File: src/rtl/any1_pit_pkg.sv
// any1_pit_pkg: shared definitions for the PIT bus-master sequencer.
// Register map, control-bit layout, FSM states and mode bundle.
package any1_pit_pkg;

    localparam logic [3:0] PIT_CNT = 4'd0;
    localparam logic [3:0] PIT_MAX = 4'd4;
    localparam logic [3:0] PIT_ONT = 4'd8;
    localparam logic [3:0] PIT_CTL = 4'd12;

    localparam int LD = 0;
    localparam int CE = 1;
    localparam int AR = 2;
    localparam int XC = 3;
    localparam int GE = 4;

    typedef enum logic [2:0] {
        IDLE,
        WMAX,
        WONT,
        WCTL,
        RCNT,
        FIN
    } pit_state_t;

    typedef struct packed {
        logic ge;
        logic xc;
        logic ar;
        logic ce;
    } pit_mode_t;

    function automatic logic [7:0] ctl_byte(pit_mode_t m);
        logic [7:0] b;
        b = '0;
        b[LD] = 1'b1;
        b[CE] = m.ce;
        b[AR] = m.ar;
        b[XC] = m.xc;
        b[GE] = m.ge;
        return b;
    endfunction

endpackage

File: src/rtl/any1_pit_if.sv
// any1_pit_if: I/O bus between the sequencer (master) and the timer slave.
// Directions in the signal names are seen from the master side.
interface any1_pit_if;

    logic        cyc_o;
    logic        stb_o;
    logic        we_o;
    logic [3:0]  sel_o;
    logic [5:0]  adr_o;
    logic [31:0] dat_o;
    logic [31:0] dat_i;
    logic        ack_i;

    modport master (
        output cyc_o, stb_o, we_o, sel_o, adr_o, dat_o,
        input  dat_i, ack_i
    );

    modport slave (
        input  cyc_o, stb_o, we_o, sel_o, adr_o, dat_o,
        output dat_i, ack_i
    );

endinterface

File: src/rtl/any1_rr_arb.sv
// any1_rr_arb: round-robin arbiter; the pointer moves past the winner
// only on cycles where en is high and a grant is issued.
module any1_rr_arb #(
    parameter  int NREQ = 4,
    localparam int IW   = $clog2(NREQ)
) (
    input  logic            clk_i,
    input  logic            rst_i,
    input  logic            en,
    input  logic [NREQ-1:0] req,
    output logic [NREQ-1:0] gnt_oh,
    output logic [IW-1:0]   gnt_idx,
    output logic            gnt_vld
);

    logic [IW-1:0] ptr;

    always_comb begin
        int j;
        j       = 0;
        gnt_oh  = '0;
        gnt_idx = '0;
        gnt_vld = 1'b0;
        for (int i = 0; i < NREQ; i++) begin
            j = int'(ptr) + i;
            if (j >= NREQ) j = j - NREQ;
            if (!gnt_vld && req[j]) begin
                gnt_vld   = 1'b1;
                gnt_oh[j] = 1'b1;
                gnt_idx   = IW'(j);
            end
        end
    end

    always_ff @(posedge clk_i or posedge rst_i) begin
        if (rst_i) begin
            ptr <= '0;
        end else if (en && gnt_vld) begin
            ptr <= (int'(gnt_idx) == NREQ - 1) ? '0 : gnt_idx + 1'b1;
        end
    end

endmodule

File: src/rtl/any1_pit_ctrl.sv
// any1_pit_ctrl: shares the 3-channel PIT among NREQ requesters.
// Configure: done_o 5 edges after grant; read: 1 + slave read wait edges.
module any1_pit_ctrl
    import any1_pit_pkg::*;
#(
    parameter int NREQ = 4,
    parameter int TMO  = 255
) (
    input  logic              clk_i,
    input  logic              rst_i,
    input  logic [NREQ-1:0]   req_i,
    input  logic [NREQ-1:0]   op_i,
    input  logic [2*NREQ-1:0] ctr_i,
    input  logic [32*NREQ-1:0] max_i,
    input  logic [32*NREQ-1:0] ont_i,
    input  logic [4*NREQ-1:0] mode_i,
    output logic [NREQ-1:0]   done_o,
    output logic              err_o,
    output logic [31:0]       rdat_o,
    output logic              busy_o,
    any1_pit_if.master        bus
);

    localparam int IW = $clog2(NREQ);

    pit_state_t    state;
    logic [IW-1:0] win;
    logic [NREQ-1:0] win_oh;
    logic [1:0]    r_ctr;
    logic [31:0]   r_max;
    logic [31:0]   r_ont;
    pit_mode_t     r_mode;
    logic [7:0]    tmo;

    logic [NREQ-1:0] gnt_oh;
    logic [IW-1:0]   gnt_idx;
    logic            gnt_vld;

    logic          w_op;
    logic [1:0]    w_ctr;
    logic [31:0]   w_max;
    logic [31:0]   w_ont;
    pit_mode_t     w_mode;

    logic [1:0]    c_ctr;
    logic [31:0]   c_max;
    logic [31:0]   c_ont;
    pit_mode_t     c_mode;
    pit_state_t    tgt;
    pit_state_t    nxt;
    logic          launch;
    logic          l_we;
    logic [3:0]    l_sel;
    logic [5:0]    l_adr;
    logic [31:0]   l_dat;

    any1_rr_arb #(.NREQ(NREQ)) u_arb (
        .clk_i   (clk_i),
        .rst_i   (rst_i),
        .en      (state == IDLE),
        .req     (req_i),
        .gnt_oh  (gnt_oh),
        .gnt_idx (gnt_idx),
        .gnt_vld (gnt_vld)
    );

    assign win_oh = {{(NREQ-1){1'b0}}, 1'b1} << win;

    always_comb begin
        w_op   = 1'b0;
        w_ctr  = '0;
        w_max  = '0;
        w_ont  = '0;
        w_mode = '0;
        for (int i = 0; i < NREQ; i++) begin
            if (gnt_oh[i]) begin
                w_op   = op_i[i];
                w_ctr  = ctr_i[2*i +: 2];
                w_max  = max_i[32*i +: 32];
                w_ont  = ont_i[32*i +: 32];
                w_mode = pit_mode_t'(mode_i[4*i +: 4]);
            end
        end
    end

    // In IDLE the first access launches straight from the winner's inputs.
    always_comb begin
        c_ctr  = r_ctr;
        c_max  = r_max;
        c_ont  = r_ont;
        c_mode = r_mode;
        tgt    = state;
        if (state == IDLE) begin
            c_ctr  = w_ctr;
            c_max  = w_max;
            c_ont  = w_ont;
            c_mode = w_mode;
            tgt    = w_op ? RCNT : WMAX;
        end
        l_we  = 1'b1;
        l_sel = 4'hF;
        l_dat = '0;
        l_adr = {c_ctr, PIT_CNT};
        unique case (tgt)
            WMAX: begin
                l_adr = {c_ctr, PIT_MAX};
                l_dat = c_max;
            end
            WONT: begin
                l_adr = {c_ctr, PIT_ONT};
                l_dat = c_ont;
            end
            WCTL: begin
                l_adr = {c_ctr, PIT_CTL};
                l_dat = {4{ctl_byte(c_mode)}};
                l_sel = 4'b0001 << c_ctr;
            end
            RCNT: l_we = 1'b0;
            default: l_we = 1'b1;
        endcase
    end

    always_comb begin
        nxt = FIN;
        unique case (state)
            WMAX:    nxt = WONT;
            WONT:    nxt = WCTL;
            default: nxt = FIN;
        endcase
        launch = (state == IDLE && gnt_vld && w_ctr != 2'd3) ||
                 (state inside {WMAX, WONT, WCTL, RCNT} && !bus.cyc_o);
    end

    always_ff @(posedge clk_i or posedge rst_i) begin
        if (rst_i) begin
            state     <= IDLE;
            win       <= '0;
            r_ctr     <= '0;
            r_max     <= '0;
            r_ont     <= '0;
            r_mode    <= '0;
            tmo       <= '0;
            done_o    <= '0;
            err_o     <= 1'b0;
            rdat_o    <= '0;
            busy_o    <= 1'b0;
            bus.cyc_o <= 1'b0;
            bus.stb_o <= 1'b0;
            bus.we_o  <= 1'b0;
            bus.sel_o <= '0;
            bus.adr_o <= '0;
            bus.dat_o <= '0;
        end else begin
            done_o <= '0;
            unique case (state)
                IDLE: begin
                    if (gnt_vld) begin
                        win    <= gnt_idx;
                        r_ctr  <= w_ctr;
                        r_max  <= w_max;
                        r_ont  <= w_ont;
                        r_mode <= w_mode;
                        if (w_ctr == 2'd3) begin
                            state  <= FIN;
                            done_o <= gnt_oh;
                            err_o  <= 1'b1;
                        end else begin
                            state  <= tgt;
                            busy_o <= 1'b1;
                        end
                    end
                end
                FIN: begin
                    state <= IDLE;
                    err_o <= 1'b0;
                end
                default: begin
                    if (bus.cyc_o) begin
                        if (bus.ack_i) begin
                            bus.cyc_o <= 1'b0;
                            bus.stb_o <= 1'b0;
                            if (state == RCNT) rdat_o <= bus.dat_i;
                            state <= nxt;
                            if (nxt == FIN) begin
                                done_o <= win_oh;
                                busy_o <= 1'b0;
                            end
                        end else if (tmo == 8'(TMO - 1)) begin
                            bus.cyc_o <= 1'b0;
                            bus.stb_o <= 1'b0;
                            state     <= FIN;
                            done_o    <= win_oh;
                            err_o     <= 1'b1;
                            busy_o    <= 1'b0;
                        end else begin
                            tmo <= tmo + 8'd1;
                        end
                    end
                end
            endcase
            if (launch) begin
                bus.cyc_o <= 1'b1;
                bus.stb_o <= 1'b1;
                bus.we_o  <= l_we;
                bus.sel_o <= l_sel;
                bus.adr_o <= l_adr;
                bus.dat_o <= l_dat;
                tmo       <= '0;
            end
        end
    end

endmodule
File: src/flat_wrapper.sv
// flat-port wrapper written by rule: the top's interface ports become plain ports
module any1_pit_ctrl_flat import any1_pit_pkg::*;
#(
    parameter int NREQ = 4,
    parameter int TMO  = 255
)
  (clk_i, rst_i, req_i, op_i, ctr_i, max_i, ont_i, mode_i, done_o, err_o, rdat_o, busy_o, bus_cyc_o, bus_stb_o, bus_we_o, bus_sel_o, bus_adr_o, bus_dat_o, bus_dat_i, bus_ack_i);
  any1_pit_if bus_i ();
  input  logic clk_i;
  input  logic rst_i;
  input  logic [NREQ-1:0] req_i;
  input  logic [NREQ-1:0] op_i;
  input  logic [2*NREQ-1:0] ctr_i;
  input  logic [32*NREQ-1:0] max_i;
  input  logic [32*NREQ-1:0] ont_i;
  input  logic [4*NREQ-1:0] mode_i;
  output logic [NREQ-1:0] done_o;
  output logic err_o;
  output logic [31:0] rdat_o;
  output logic busy_o;
  output wire logic [$bits(bus_i.cyc_o)-1:0] bus_cyc_o;
  output wire logic [$bits(bus_i.stb_o)-1:0] bus_stb_o;
  output wire logic [$bits(bus_i.we_o)-1:0] bus_we_o;
  output wire logic [$bits(bus_i.sel_o)-1:0] bus_sel_o;
  output wire logic [$bits(bus_i.adr_o)-1:0] bus_adr_o;
  output wire logic [$bits(bus_i.dat_o)-1:0] bus_dat_o;
  input wire logic [$bits(bus_i.dat_i)-1:0] bus_dat_i;
  input wire logic [$bits(bus_i.ack_i)-1:0] bus_ack_i;
  assign bus_cyc_o = bus_i.cyc_o;
  assign bus_stb_o = bus_i.stb_o;
  assign bus_we_o = bus_i.we_o;
  assign bus_sel_o = bus_i.sel_o;
  assign bus_adr_o = bus_i.adr_o;
  assign bus_dat_o = bus_i.dat_o;
  assign bus_i.dat_i = bus_dat_i;
  assign bus_i.ack_i = bus_ack_i;
  any1_pit_ctrl #(.NREQ(NREQ), .TMO(TMO)) u_core (.clk_i(clk_i), .rst_i(rst_i), .req_i(req_i), .op_i(op_i), .ctr_i(ctr_i), .max_i(max_i), .ont_i(ont_i), .mode_i(mode_i), .done_o(done_o), .err_o(err_o), .rdat_o(rdat_o), .busy_o(busy_o), .bus(bus_i));
endmodule
File: config.mk
export PLATFORM = sky130hd
export DESIGN_NAME = any1_pit_ctrl_flat
export DESIGN_NICKNAME = d
export VERILOG_FILES = /design/src/rtl/any1_pit_pkg.sv /design/src/rtl/any1_pit_if.sv /design/src/rtl/any1_rr_arb.sv /design/src/rtl/any1_pit_ctrl.sv /design/src/flat_wrapper.sv
export SDC_FILE = /design/constraint.sdc
export NUM_CORES = 1
export LEC_CHECK = 0
export ABC_AREA = 1
export CORE_ASPECT_RATIO = 0.8
export CORE_MARGIN = 2
export CORE_UTILIZATION = 40
export CTS_CLUSTER_DIAMETER = 60
export DETAILED_ROUTE_END_ITERATION = 10
export PLACE_DENSITY = 0.78
export RECOVER_POWER = 50
export SYNTH_ARGS = -nofsm -noshare
export SYNTH_HDL_FRONTEND = slang
export SYNTH_SLANG_ARGS = --single-unit
File: constraint.sdc
create_clock -name clk_i -period 5.7 [get_ports clk_i]
set_clock_uncertainty 0.2 [all_clocks]
set_input_delay 1.14 -clock clk_i [delete_from_list [all_inputs] [get_ports clk_i]]
set_output_delay 1.14 -clock clk_i [all_outputs]
set_load 0.02 [all_outputs]
==> results of run 1 <==
-- cells in the mapped netlist, types with 3 or more instances --
| cell | number |
|---|---|
| clkbuf_1 | 44 |
| o22ai_1 | 4 |
| o211ai_1 | 32 |
| a31oi_1 | 30 |
| inv_1 | 93 |
| ha_1 | 8 |
| nand3_1 | 53 |
| buf_4 | 15 |
| nor2_1 | 45 |
| nand2_2 | 12 |
| nand2_1 | 694 |
| buf_1 | 10 |
| a21oi_1 | 112 |
| nand4_1 | 10 |
| nor3_1 | 3 |
| o21ai_0 | 53 |
| dfrtp_1 | 166 |
| xor2_1 | 6 |
| inv_2 | 6 |
| o21ai_1 | 14 |
| buf_2 | 21 |
| mux2_2 | 32 |
-- power by group through the flow --
| stage | Clock [W] | Combinational, W | Sequential (W) |
|---|---|---|---|
| global placement | 0 | 0.00592 | 0.00204 |
| detailed placement | 0 | 0.00603 | 0.00206 |
| finish | 0.00112 | 0.00604 | 0.00204 |
| CTS | 0.00114 | 0.00605 | 0.00204 |
| floorplan | 0 | 0.00392 | 0.00226 |
| global route | 0.00119 | 0.00670 | 0.00211 |
-- through the flow --
stage	total power [W]	instances	area (um^2)
final	0.00920	2175	15000
after global routing	0.00999	2175	15000
after CTS	0.00922	2174	15000
after detailed placement	0.00808	2142	14400
after global placement	0.00796	2142	14400
after floorplan	0.00618	1492	10300
-- cells by family (layout without fill, tap and decap cells) --
logic type      after synthesis  after routing  share of synthesized area (%)
flops                       166            166                           40.4
fa+ha+maj                     8              8                          0.975
xor+xnor                      6              6                          0.512
buf+inv                     193            551                           8.05
compound gates              254            254                           14.0
other cells                   1              3                         0.0365
simple gates                831            831                           32.4
mux                          32             32                           3.51
-- cell type report --
| type | count | area, um^2 |
|---|---|---|
| clock buffers | 20 | 447 |
| flip-flops and latches | 166 | 4150 |
| diodes | 1 | 2.50 |
| fillers | 2305 | 10300 |
| multi-input cells | 1133 | 5320 |
| inverters | 101 | 388 |
| clock inverters | 12 | 120 |
| well taps | 324 | 405 |
| repair buffers | 418 | 4160 |
-- routing by layer --
metal  track usage [%]  part of all wire, %  up-vias
met1              33.2                   40     5158
li1                  -                    -     5466
met4              9.28                  2.9        2
met3              6.99                  8.4       68
met2              46.2                   48      492
met5                 0                0.035        -
-- state kept, by name (all words and copies together) (netlist names), named ones only --
signal / cells
u_core.r_ctr: 2
u_core.tmo: 8
u_core.busy_o: 1
u_core.bus.sel_o: 4
u_core.bus.stb_o: 1
u_core.state: 3
u_core.err_o: 1
u_core.win: 2
u_core.r_max: 32
u_core.done_o: 4
u_core.bus.dat_o: 32
u_core.r_mode: 4
u_core.bus.we_o: 1
u_core.rdat_o: 32
u_core.r_ont: 32
u_core.bus.adr_o: 4
u_core.u_arb.ptr: 1
u_core.bus.cyc_o: 1
-- worst register-to-register path, delay by kind of cell (launching register included) --
kind                       cells  cell delay [ps]
AOI/OAI and AO/OA              3              680
adders and majority gates      1              420
buffers and inverters          4             1650
DFF                            1              520
and+or+nand+nor                4              450
-- worst min-delay path by stage --
stage,start,end,slack [ps],cells after the start
floorplan,u_core.r_ont[17]$_DFFE_PP0P_,u_core.r_ont[17]$_DFFE_PP0P_,240,2
global placement,u_core.bus.we_o$_DFFE_PP0N_,u_core.bus.we_o$_DFFE_PP0N_,260,2
detailed placement,u_core.r_ont[17]$_DFFE_PP0P_,u_core.r_ont[17]$_DFFE_PP0P_,270,2
CTS,u_core.bus.we_o$_DFFE_PP0N_,u_core.bus.we_o$_DFFE_PP0N_,280,2
global route,u_core.r_max[4]$_DFFE_PP0P_,u_core.r_max[4]$_DFFE_PP0P_,290,2
finish,u_core.r_ont[17]$_DFFE_PP0P_,u_core.r_ont[17]$_DFFE_PP0P_,280,2
==> metrics.csv, run 1 <==
stage,metric,value,unit
drt,number of DRC markers in iteration 0,1064,
final_layout,layout cells sized above 1,6.16,%
critical_path,reg2reg end,u_core.r_ont[8]$_DFFE_PP0P_,
critical_path,Max stage delay on crit path,770,ps
logic_synthesis,Post-Syn Area,10300,um^2
global_routing,initial antenna violation count,2,
drt,DRC Markers,0,
critical_path,origin of the worst setup path,req_i[3],
floorplanning,initial core utilization,40.7,%
floorplanning,number of top-level pins,406,
global_routing,number of global-route vias before repair,10787,
power,power per cell area,614,nW/um^2
power,Combinational Power Share,65.6,%
floorplanning,Placeable Area,25200,um^2
power,Leakage,7.35,nW
timing,RSZ-0062 raised after global routing,no,
clock_network,PostCTS Resize Cnt,0,
logic_synthesis,Post-synth EDFFs,0,
critical_path,WP depth,12,
power,Switching Share,51.3,%
power,peak supply drop,0.536,mV
timing,worst hold slack,276,ps
floorplanning,DIE WIDTH,183,um
clock_network,clock slew seen by the registers of the worst setup and hold paths,70,ps
critical_path,"CP delay by family, top",buffers and inverters,
placed_design,number of buffers added on ports,403,
logic_synthesis,YS warnings,0,
drt,Pre-Repair DR Iteration Count,5,
critical_path,WS Path Type,in2reg,
global_routing,gr usage total,27.0,%
power,Pint,0.00448,W
final_layout,"commonest cells after routing, fill and taps aside","nand2_1 (694), clkdlybuf4s50_1 (393), dfrtp_1 (166)",
logic_synthesis,Synth Area per Inst,6.89,um^2
logic_synthesis,"area leader, netlist",dfrtp_1,
final_layout,Final Util,59.4,%
timing,period utilisation layout,74.0,%
clock_network,Clock Sink Count,166,
logic_synthesis,ys async rst share,100,%
logic_synthesis,Area contributors post-synth,"dfrtp_1 (40%), nand2_1 (25%), a21oi_1 (5.5%)",
placed_design,gpl congestion,0.931,
floorplanning,row count,52,
job,MaxCap Viol Count,2,
critical_path,critical path cell sequence,"clkdlybuf4s50_1, inv_1, nand2_1, nand3_4, nand2_4, nor2_8, nand3_1, o21ai_4, buf_4, inv_2, o211ai_1, o21ai_0",
timing,"Slew Viols, Final",200,
final_layout,NumNets Final,2168,
drt,Routed Antenna Nets,0,
clock_network,CTS Buf Count,17,
critical_path,crit path capture type,flip-flop,
timing,final hold vios,0,
final_layout,"most common cell after layout, fill and taps aside",nand2_1,
timing,final worst slack,1480,ps
clock_network,H-tree levels,4,
critical_path,critical-path cell with the highest stage delay,buf_4,
power,sw power,0.00472,W
power,Clock Power Share,12.1,%
logic_synthesis,Synth Flop Type,dfrtp_1,
power,sequential power share,22.2,%
global_routing,first-pass GRT wire length,56700,um
global_routing,maximum number of pins on one net before global-route repair,167,
logic_synthesis,top cell type's share of synthesized area,40.4,%
critical_path,Buf/Inv on CP,4,
critical_path,r2r setup slk,1640,ps
global_routing,grt ovf,0,
drt,Vias,11186,
clock_network,Post-CTS Setup Bufs,0,
timing,# setup viols final,0,
clock_network,clock buffer depth,2,
logic_synthesis,Yosys cell types,44,
logic_synthesis,Cells after Synth,1491,
critical_path,worst endpoint required time,5780,ps
critical_path,nature of the critical path startpoint,primary input,
timing,minimum clock period,4220,ps
status,outcome,finished with violations,
clock_network,CTS tree,yes,
drt,vias per inst,5.14,
clock_network,clock network latency to the later pin of the worst-skew pair,430,ps
timing,FMAX,237,MHz
worst_hold_path,Min-Delay Path Class,reg2reg,
logic_synthesis,sequential element share of the synthesized area,40.4,%
clock_network,Root Buffer,clkbuf_16,
floorplanning,die height,147,um
status,failing checks,"capacitance limit, slew limit",
timing,post-route setup TNS,0,ps
drt,DRT Wirelength,36800,um
drt,post-DR wirelength/cell,16.9,um
placed_design,placed wire-length estimate,28300,um
placed_design,pre-CTS WS,1050,ps
critical_path,critical path endpoint,u_core.r_ont[8]$_DFFE_PP0P_,
floorplanning,full die area,27000,um^2
logic_synthesis,Synth Register Bits,166,
critical_path,CP max FO,96,
timing,Slew HR,-53.5,%
critical_path,CP arrival,4300,ps
critical_path,r2r startpoint,u_core.u_arb.ptr[1]$_DFFE_PP0P_,
final_layout,Layout area overhead,45.9,%
critical_path,reg2reg path depth,12,
timing,Least-Margin Pin Slew,2300,ps
clock_network,Hold Buf Count CTS,0,
(Power assumes the default switching activity.)
==> inputs of run 2 (changes only) <==
--- a/config.mk
+++ b/config.mk
@@ -11,7 +11,7 @@
 export CORE_UTILIZATION = 40
 export CTS_CLUSTER_DIAMETER = 60
 export DETAILED_ROUTE_END_ITERATION = 10
-export PLACE_DENSITY = 0.78
+export PLACE_DENSITY = 0.75
 export RECOVER_POWER = 50
 export SYNTH_ARGS = -nofsm -noshare
 export SYNTH_HDL_FRONTEND = slang
==> constraint.sdc (replaced) <==
create_clock -name clk_i -period 4.42 [get_ports clk_i]
set_clock_uncertainty 0.2 [all_clocks]
set_input_delay 0.884 -clock clk_i [delete_from_list [all_inputs] [get_ports clk_i]]
set_output_delay 0.884 -clock clk_i [all_outputs]
set_load 0.02 [all_outputs]
==> run 2 against run 1 <==
  * The flow still finishes with violations (capacitance limit, slew limit)
  * Cell count rose by 0.14%
  * Worst hold slack improved by 0.65 ps
  * Sequential share of layout area fell by 0.25 points
  * Worst setup slack got worse by 630 ps
  * Clock power rose by 38%
  * Die area did not move
  * First-iteration DRC count fell by 24%
  * Register-to-register slack got worse by 790 ps
  * Cell area rose by 0.90%
  * Combinational power rose by 30%
  * Power rose by 31%
  * Global-route usage fell by 0.47 points
  * Critical endpoint is now u_core.bus.dat_o[24]$_DFFE_PP0N_
  * Largest cell class unchanged
  * Highest routed layer is now met4
==> metrics.csv, run 2 (synthesis results as in run 1) <==
stage,metric,value,unit,change
floorplanning,number of top-level pins,406,,unchanged
worst_hold_path,Min-Delay Path Class,reg2reg,,unchanged
floorplanning,row count,52,,unchanged
drt,Routed Antenna Nets,0,,unchanged
global_routing,initial antenna violation count,0,,was 2
placed_design,number of buffers added on ports,403,,unchanged
power,peak supply drop,0.725,mV,was 0.536 mV
clock_network,H-tree levels,4,,unchanged
clock_network,Clock Sink Count,166,,unchanged
timing,Least-Margin Pin Slew,1760,ps,was 2300 ps
timing,# setup viols final,0,,unchanged
floorplanning,Placeable Area,25200,um^2,unchanged
critical_path,worst endpoint required time,4600,ps,was 5780 ps
status,failing checks,"capacitance limit, slew limit",,unchanged
final_layout,Layout area overhead,47.2,%,was 45.9%
global_routing,number of global-route vias before repair,10557,,was 10787
floorplanning,die height,147,um,unchanged
critical_path,CP max FO,68,,was 96
timing,Slew HR,-17.5,%,was -53.5%
floorplanning,DIE WIDTH,183,um,unchanged
clock_network,CTS Buf Count,17,,unchanged
global_routing,grt ovf,0,,unchanged
placed_design,placed instance count,2146,,was 2142
status,outcome,finished with violations,,unchanged
clock_network,PostCTS Resize Cnt,0,,unchanged
drt,Pre-Repair DR Iteration Count,5,,unchanged
job,MaxCap Viol Count,2,,unchanged
clock_network,Hold Buf Count CTS,0,,unchanged
floorplanning,initial core utilization,40.7,%,unchanged
timing,"Slew Viols, Final",67,,was 200
placed_design,placed wire-length estimate,28200,um,was 28300 um
timing,RSZ-0062 raised after global routing,no,,unchanged
drt,vias per inst,5.10,,was 5.14
clock_network,clock slew seen by the registers of the worst setup and hold paths,70,ps,about the same
final_layout,Ant. Diodes,0,,was 1
final_layout,Fillers,2298,,was 2305
timing,post-route setup TNS,0,ps,unchanged
clock_network,Post-CTS Setup Bufs,0,,unchanged
timing,final hold vios,0,,unchanged
critical_path,WS Path Type,reg2reg,,was in2reg
clock_network,Root Buffer,clkbuf_16,,unchanged
clock_network,clock network latency to the later pin of the worst-skew pair,440,ps,was 430 ps
critical_path,CP arrival,3740,ps,was 4300 ps
final_layout,"commonest cells after routing, fill and taps aside","nand2_1 (694), clkdlybuf4s50_1 (394), dfrtp_1 (166)",,"was nand2_1 (694), clkdlybuf4s50_1 (393), dfrtp_1 (166)"
final_layout,"most common cell after layout, fill and taps aside",nand2_1,,unchanged
drt,DRT Wirelength,36500,um,was 36800 um
final_layout,NumNets Final,2172,,was 2168
final_layout,Finished Layout Cells,2178,,was 2175
critical_path,nature of the critical path startpoint,flip-flop,,was primary input
final_layout,layout cells sized above 1,6.47,%,was 6.16%
power,power per cell area,797,nW/um^2,was 614 nW/um^2
final_layout,Final Util,59.9,%,was 59.4%
timing,minimum clock period,3570,ps,
critical_path,crit path capture type,flip-flop,,unchanged
timing,worst hold slack,277,ps,was 276 ps
clock_network,clock buffer depth,2,,unchanged
floorplanning,full die area,27000,um^2,unchanged
drt,post-DR wirelength/cell,16.7,um,was 16.9 um
power,Leakage,7.42,nW,was 7.35 nW
final_layout,Multi-input gate area,5320,um^2,unchanged
global_routing,maximum number of pins on one net before global-route repair,101,,was 167
timing,FMAX,280,MHz,
final_layout,sequential cell area,4150,um^2,unchanged
global_routing,gr usage total,26.5,%,was 27.0%
placed_design,gpl congestion,0.939,,was 0.931
drt,DRC Markers,0,,unchanged
global_routing,first-pass GRT wire length,55800,um,was 56700 um
clock_network,CTS tree,yes,,unchanged
timing,period utilisation layout,80.7,%,
drt,Vias,11103,,was 11186
drt,number of DRC markers in iteration 0,809,,was 1064
-- run 2: critical path, stage by stage (launching register included) --
cell     delay [ps]
dfrtp_1         670
inv_6            90
ha_1            390
inv_1            90
nand2_1          80
nand2_2          80
nor2_8          130
nand4_1         150
nand3_2         130
buf_4           600
a21oi_1         170
nand2_1         120
nand2_1          50
nand2_1          80
nand2_1          80
nand2_1          80
nand2_1          50
nand2_1          70
nand2_1          80
nand2_1          70
-- run 2: through the flow --
stage	worst slack (ps)	area, um^2	total power (W)
after detailed placement	550	14500	0.0105
after global placement	586	14500	0.0104
final	852	15100	0.0120
after CTS	880	15100	0.0121
after floorplan	1220	10300	0.00797
after global routing	574	15100	0.0131
-- run 2: path summary, 6_finish.rpt --
check / start / end / slack, ps / cells past startpoint
max: flip-flop / u_core.bus.dat_o[24]$_DFFE_PP0N_ / 850 / 19
min reg2reg: u_core.bus.dat_o[3]$_DFFE_PP0N_ / u_core.bus.dat_o[3]$_DFFE_PP0N_ / 280 / 2
min in group asynchronous: rst_i / u_core.rdat_o[3]$_DFFE_PP0P_ / 1120 / 2
max in group asynchronous: rst_i / u_core.r_ont[19]$_DFFE_PP0P_ / 1920 / 3
max reg2reg: flip-flop / u_core.bus.dat_o[24]$_DFFE_PP0N_ / 850 / 19
min: u_core.bus.dat_o[3]$_DFFE_PP0N_ / u_core.bus.dat_o[3]$_DFFE_PP0N_ / 280 / 2
-- run 2: area by class of cell --
class                      instances  share of cell area (%)
clock buffer                      18                    2.90
clock inverter                    14                    1.16
inverter                         101                    2.55
multi-input combinational       1133                    35.2
sequential                       166                    27.5
tap                              324                    2.68
timing repair buffer             422                    28.1
-- run 2: power by group --
| group | switching, W | total, W | leakage [nW] | internal [W] |
|---|---|---|---|---|
| clock network | 0.000644 | 0.00155 | 0.298 | 0.000909 |
| registers | 0.000429 | 0.00262 | 2.08 | 0.00220 |
| logic | 0.00501 | 0.00787 | 5.04 | 0.00286 |
-- run 2: layer usage --
metal,vias to the layer above,global-route usage (%),wire (um)
met5,-,0,0
met4,0,5.44,548
met3,40,6.30,2550
met2,421,44.8,17600
met1,5164,34.8,15800
li1,5478,-,-
==> inputs of run 3 (changes only) <==
==> constraint.sdc (replaced) <==
create_clock -name clk_i -period 3.29 [get_ports clk_i]
set_clock_uncertainty 0.2 [all_clocks]
set_input_delay 0.658 -clock clk_i [delete_from_list [all_inputs] [get_ports clk_i]]
set_output_delay 0.658 -clock clk_i [all_outputs]
set_load 0.02 [all_outputs]
==> run 3 against run 2 <==
  * The run still ends with capacitance limit, slew limit left
  * Worst setup slack lost 710 ps
  * Routed wire length increased by 2.8%
  * Cell area up 2.4%
  * Combinational power grew 46%
  * Register-to-register slack lost 710 ps
  * Sequential power is 35% higher
  * Clock-buffer cell count grew 5
  * Sequential share of layout area fell by 0.65 points
  * Clock power increased by 30%
  * Via count is 1.8% higher
  * Sequential cell count did not move
==> metrics.csv, run 3 (synthesis results as in run 1) <==
stage,metric,value,unit,change
status,outcome,finished with violations,,unchanged
status,failing checks,"capacitance limit, slew limit",,unchanged
timing,Slew HR,-5.26,%,was -17.5%
final_layout,layout cells sized above 1,8.39,%,was 6.47%
timing,final hold vios,0,,unchanged
clock_network,clock network latency to the later pin of the worst-skew pair,420,ps,was 440 ps
final_layout,Fillers,2327,,was 2298
timing,period utilisation layout,95.5,%,was 80.7%
global_routing,grt ovf,0,,unchanged
timing,minimum clock period,3140,ps,was 3570 ps
floorplanning,number of top-level pins,406,,unchanged
clock_network,Clock Sink Count,166,,unchanged
job,MaxCap Viol Count,1,,was 2
final_layout,Layout area overhead,50.8,%,was 47.2%
global_routing,first-pass GRT wire length,57600,um,was 55800 um
drt,DRC Markers,0,,unchanged
final_layout,Ant. Diodes,0,,unchanged
timing,# setup viols final,0,,unchanged
clock_network,Root Buffer,clkbuf_16,,unchanged
final_layout,"most common cell after layout, fill and taps aside",nand2_1,,unchanged
global_routing,initial antenna violation count,1,,was 0
power,peak supply drop,0.752,mV,was 0.725 mV
drt,Routed Antenna Nets,0,,unchanged
critical_path,r2r setup slk,150,ps,was 850 ps
critical_path,WS Path Type,reg2reg,,unchanged
clock_network,clock buffer depth,2,,unchanged
clock_network,H-tree levels,4,,unchanged
floorplanning,DIE WIDTH,183,um,unchanged
global_routing,number of global-route vias before repair,10815,,was 10557
final_layout,NumNets Final,2213,,was 2172
global_routing,gr usage total,27.3,%,was 26.5%
timing,Least-Margin Pin Slew,1580,ps,was 1760 ps
clock_network,clock slew seen by the registers of the worst setup and hold paths,70,ps,about the same
final_layout,Final Util,61.4,%,was 59.9%
critical_path,CP max FO,52,,was 68
power,Leakage,7.61,nW,was 7.42 nW
drt,DRT Wirelength,37500,um,was 36500 um
timing,post-route setup TNS,0,ps,unchanged
timing,RSZ-0062 raised after global routing,yes,,was no
critical_path,worst endpoint required time,3380,ps,was 4600 ps
floorplanning,Placeable Area,25200,um^2,unchanged
clock_network,CTS Buf Count,17,,unchanged
placed_design,number of buffers added on ports,403,,unchanged
drt,number of DRC markers in iteration 0,871,,was 809
critical_path,crit path capture type,flip-flop,,unchanged
critical_path,CP arrival,3230,ps,was 3740 ps
drt,Pre-Repair DR Iteration Count,5,,unchanged
drt,vias per inst,5.10,,about the same
worst_hold_path,Min-Delay Path Class,reg2reg,,unchanged
floorplanning,die height,147,um,unchanged
placed_design,placed wire-length estimate,28900,um,was 28200 um
timing,"Slew Viols, Final",114,,was 67
clock_network,CTS tree,yes,,unchanged
drt,Vias,11303,,was 11103
placed_design,gpl congestion,0.953,,was 0.939
power,power per cell area,1100,nW/um^2,was 797 nW/um^2
global_routing,maximum number of pins on one net before global-route repair,114,,was 101
floorplanning,full die area,27000,um^2,unchanged
floorplanning,initial core utilization,40.7,%,unchanged
timing,FMAX,318,MHz,was 280 MHz
floorplanning,row count,52,,unchanged
final_layout,"commonest cells after routing, fill and taps aside","nand2_1 (694), clkdlybuf4s50_1 (402), dfrtp_1 (166)",,"was nand2_1 (694), clkdlybuf4s50_1 (394), dfrtp_1 (166)"
drt,post-DR wirelength/cell,16.9,um,was 16.7 um
critical_path,nature of the critical path startpoint,flip-flop,,unchanged
run 3: cell type report:
class / instances / area (um^2) / area share (%)
clock buffers: 23 / 458 / 2.96
flip-flops and latches: 166 / 4150 / 26.8
multi-input cells: 1134 / 5340 / 34.5
inverters: 101 / 388 / 2.50
clock inverters: 8 / 125 / 0.808
repair buffers: 462 / 4620 / 29.8
well taps: 324 / 405 / 2.62
run 3: timing repair:
action / CTS / global route
pin swaps: 1 / 2
resized for setup: 0 / 12
gates cloned: 1 / 0
endpoints found under the setup margin: 1 / 75
endpoints found under the hold margin: 0 / 0
setup buffers: 0 / 3
hold buffers: 0 / 0
run 3: worst paths after layout:
check | start | end | depth (start not counted)
setup / recovery | flip-flop | u_core.r_mode[3]$_DFFE_PP0P_ | 16
max in group asynchronous | rst_i | u_core.r_ont[19]$_DFFE_PP0P_ | 3
hold / removal | u_core.bus.we_o$_DFFE_PP0N_ | u_core.bus.we_o$_DFFE_PP0N_ | 2
min in group asynchronous | rst_i | u_core.bus.sel_o[2]$_DFFE_PP0N_ | 3
setup reg to reg | flip-flop | u_core.r_mode[3]$_DFFE_PP0P_ | 16
hold reg to reg | u_core.bus.we_o$_DFFE_PP0N_ | u_core.bus.we_o$_DFFE_PP0N_ | 2
run 3: stage by stage:
stage / total power (W) / area [um^2] / instances / setup slack [ps] / hold slack (ps)
final: 0.0171 / 15500 / 2218 / 147 / 269
after global routing: 0.0184 / 15500 / 2218 / -23.6 / 292
after CTS: 0.0169 / 15400 / 2215 / 10.9 / 274
after detailed placement: 0.0148 / 14800 / 2183 / -391 / 259
after global placement: 0.0147 / 14800 / 2183 / -307 / 260
after floorplan: 0.0107 / 10300 / 1492 / 319 / 244
run 3: worst max-delay path, cell delays in order (launching register included):
cell and delay (ps):
dfrtp_1 430, inv_6 40, ha_1 370, inv_1 120
nand3_1 90, nand2_2 100, nand2_1 80, nor2_2 120
nand2_1 110, nand3_4 130, clkbuf_8 340, inv_1 150
buf_12 180, o21ai_0 190, nand2_1 80, o21ai_1 130
o21ai_0 100
run 3: where the power goes:
| group | switching, W | internal (W) | leakage [nW] |
|---|---|---|---|
| Clock | 0.000811 | 0.00121 | 0.281 |
| Combinational | 0.00703 | 0.00448 | 5.26 |
| Sequential | 0.000584 | 0.00295 | 2.08 |
run 3: per-layer routing:
metal | track usage, % | wire length (um) | part of all wire [%] | vias to the layer above
met5 | 0 | 13 | 0.035 | -
met4 | 6.08 | 675 | 1.8 | 2
met3 | 5.48 | 2960 | 7.9 | 50
met2 | 47.0 | 18300 | 49 | 441
met1 | 35.5 | 15600 | 42 | 5243
li1 | - | - | - | 5567
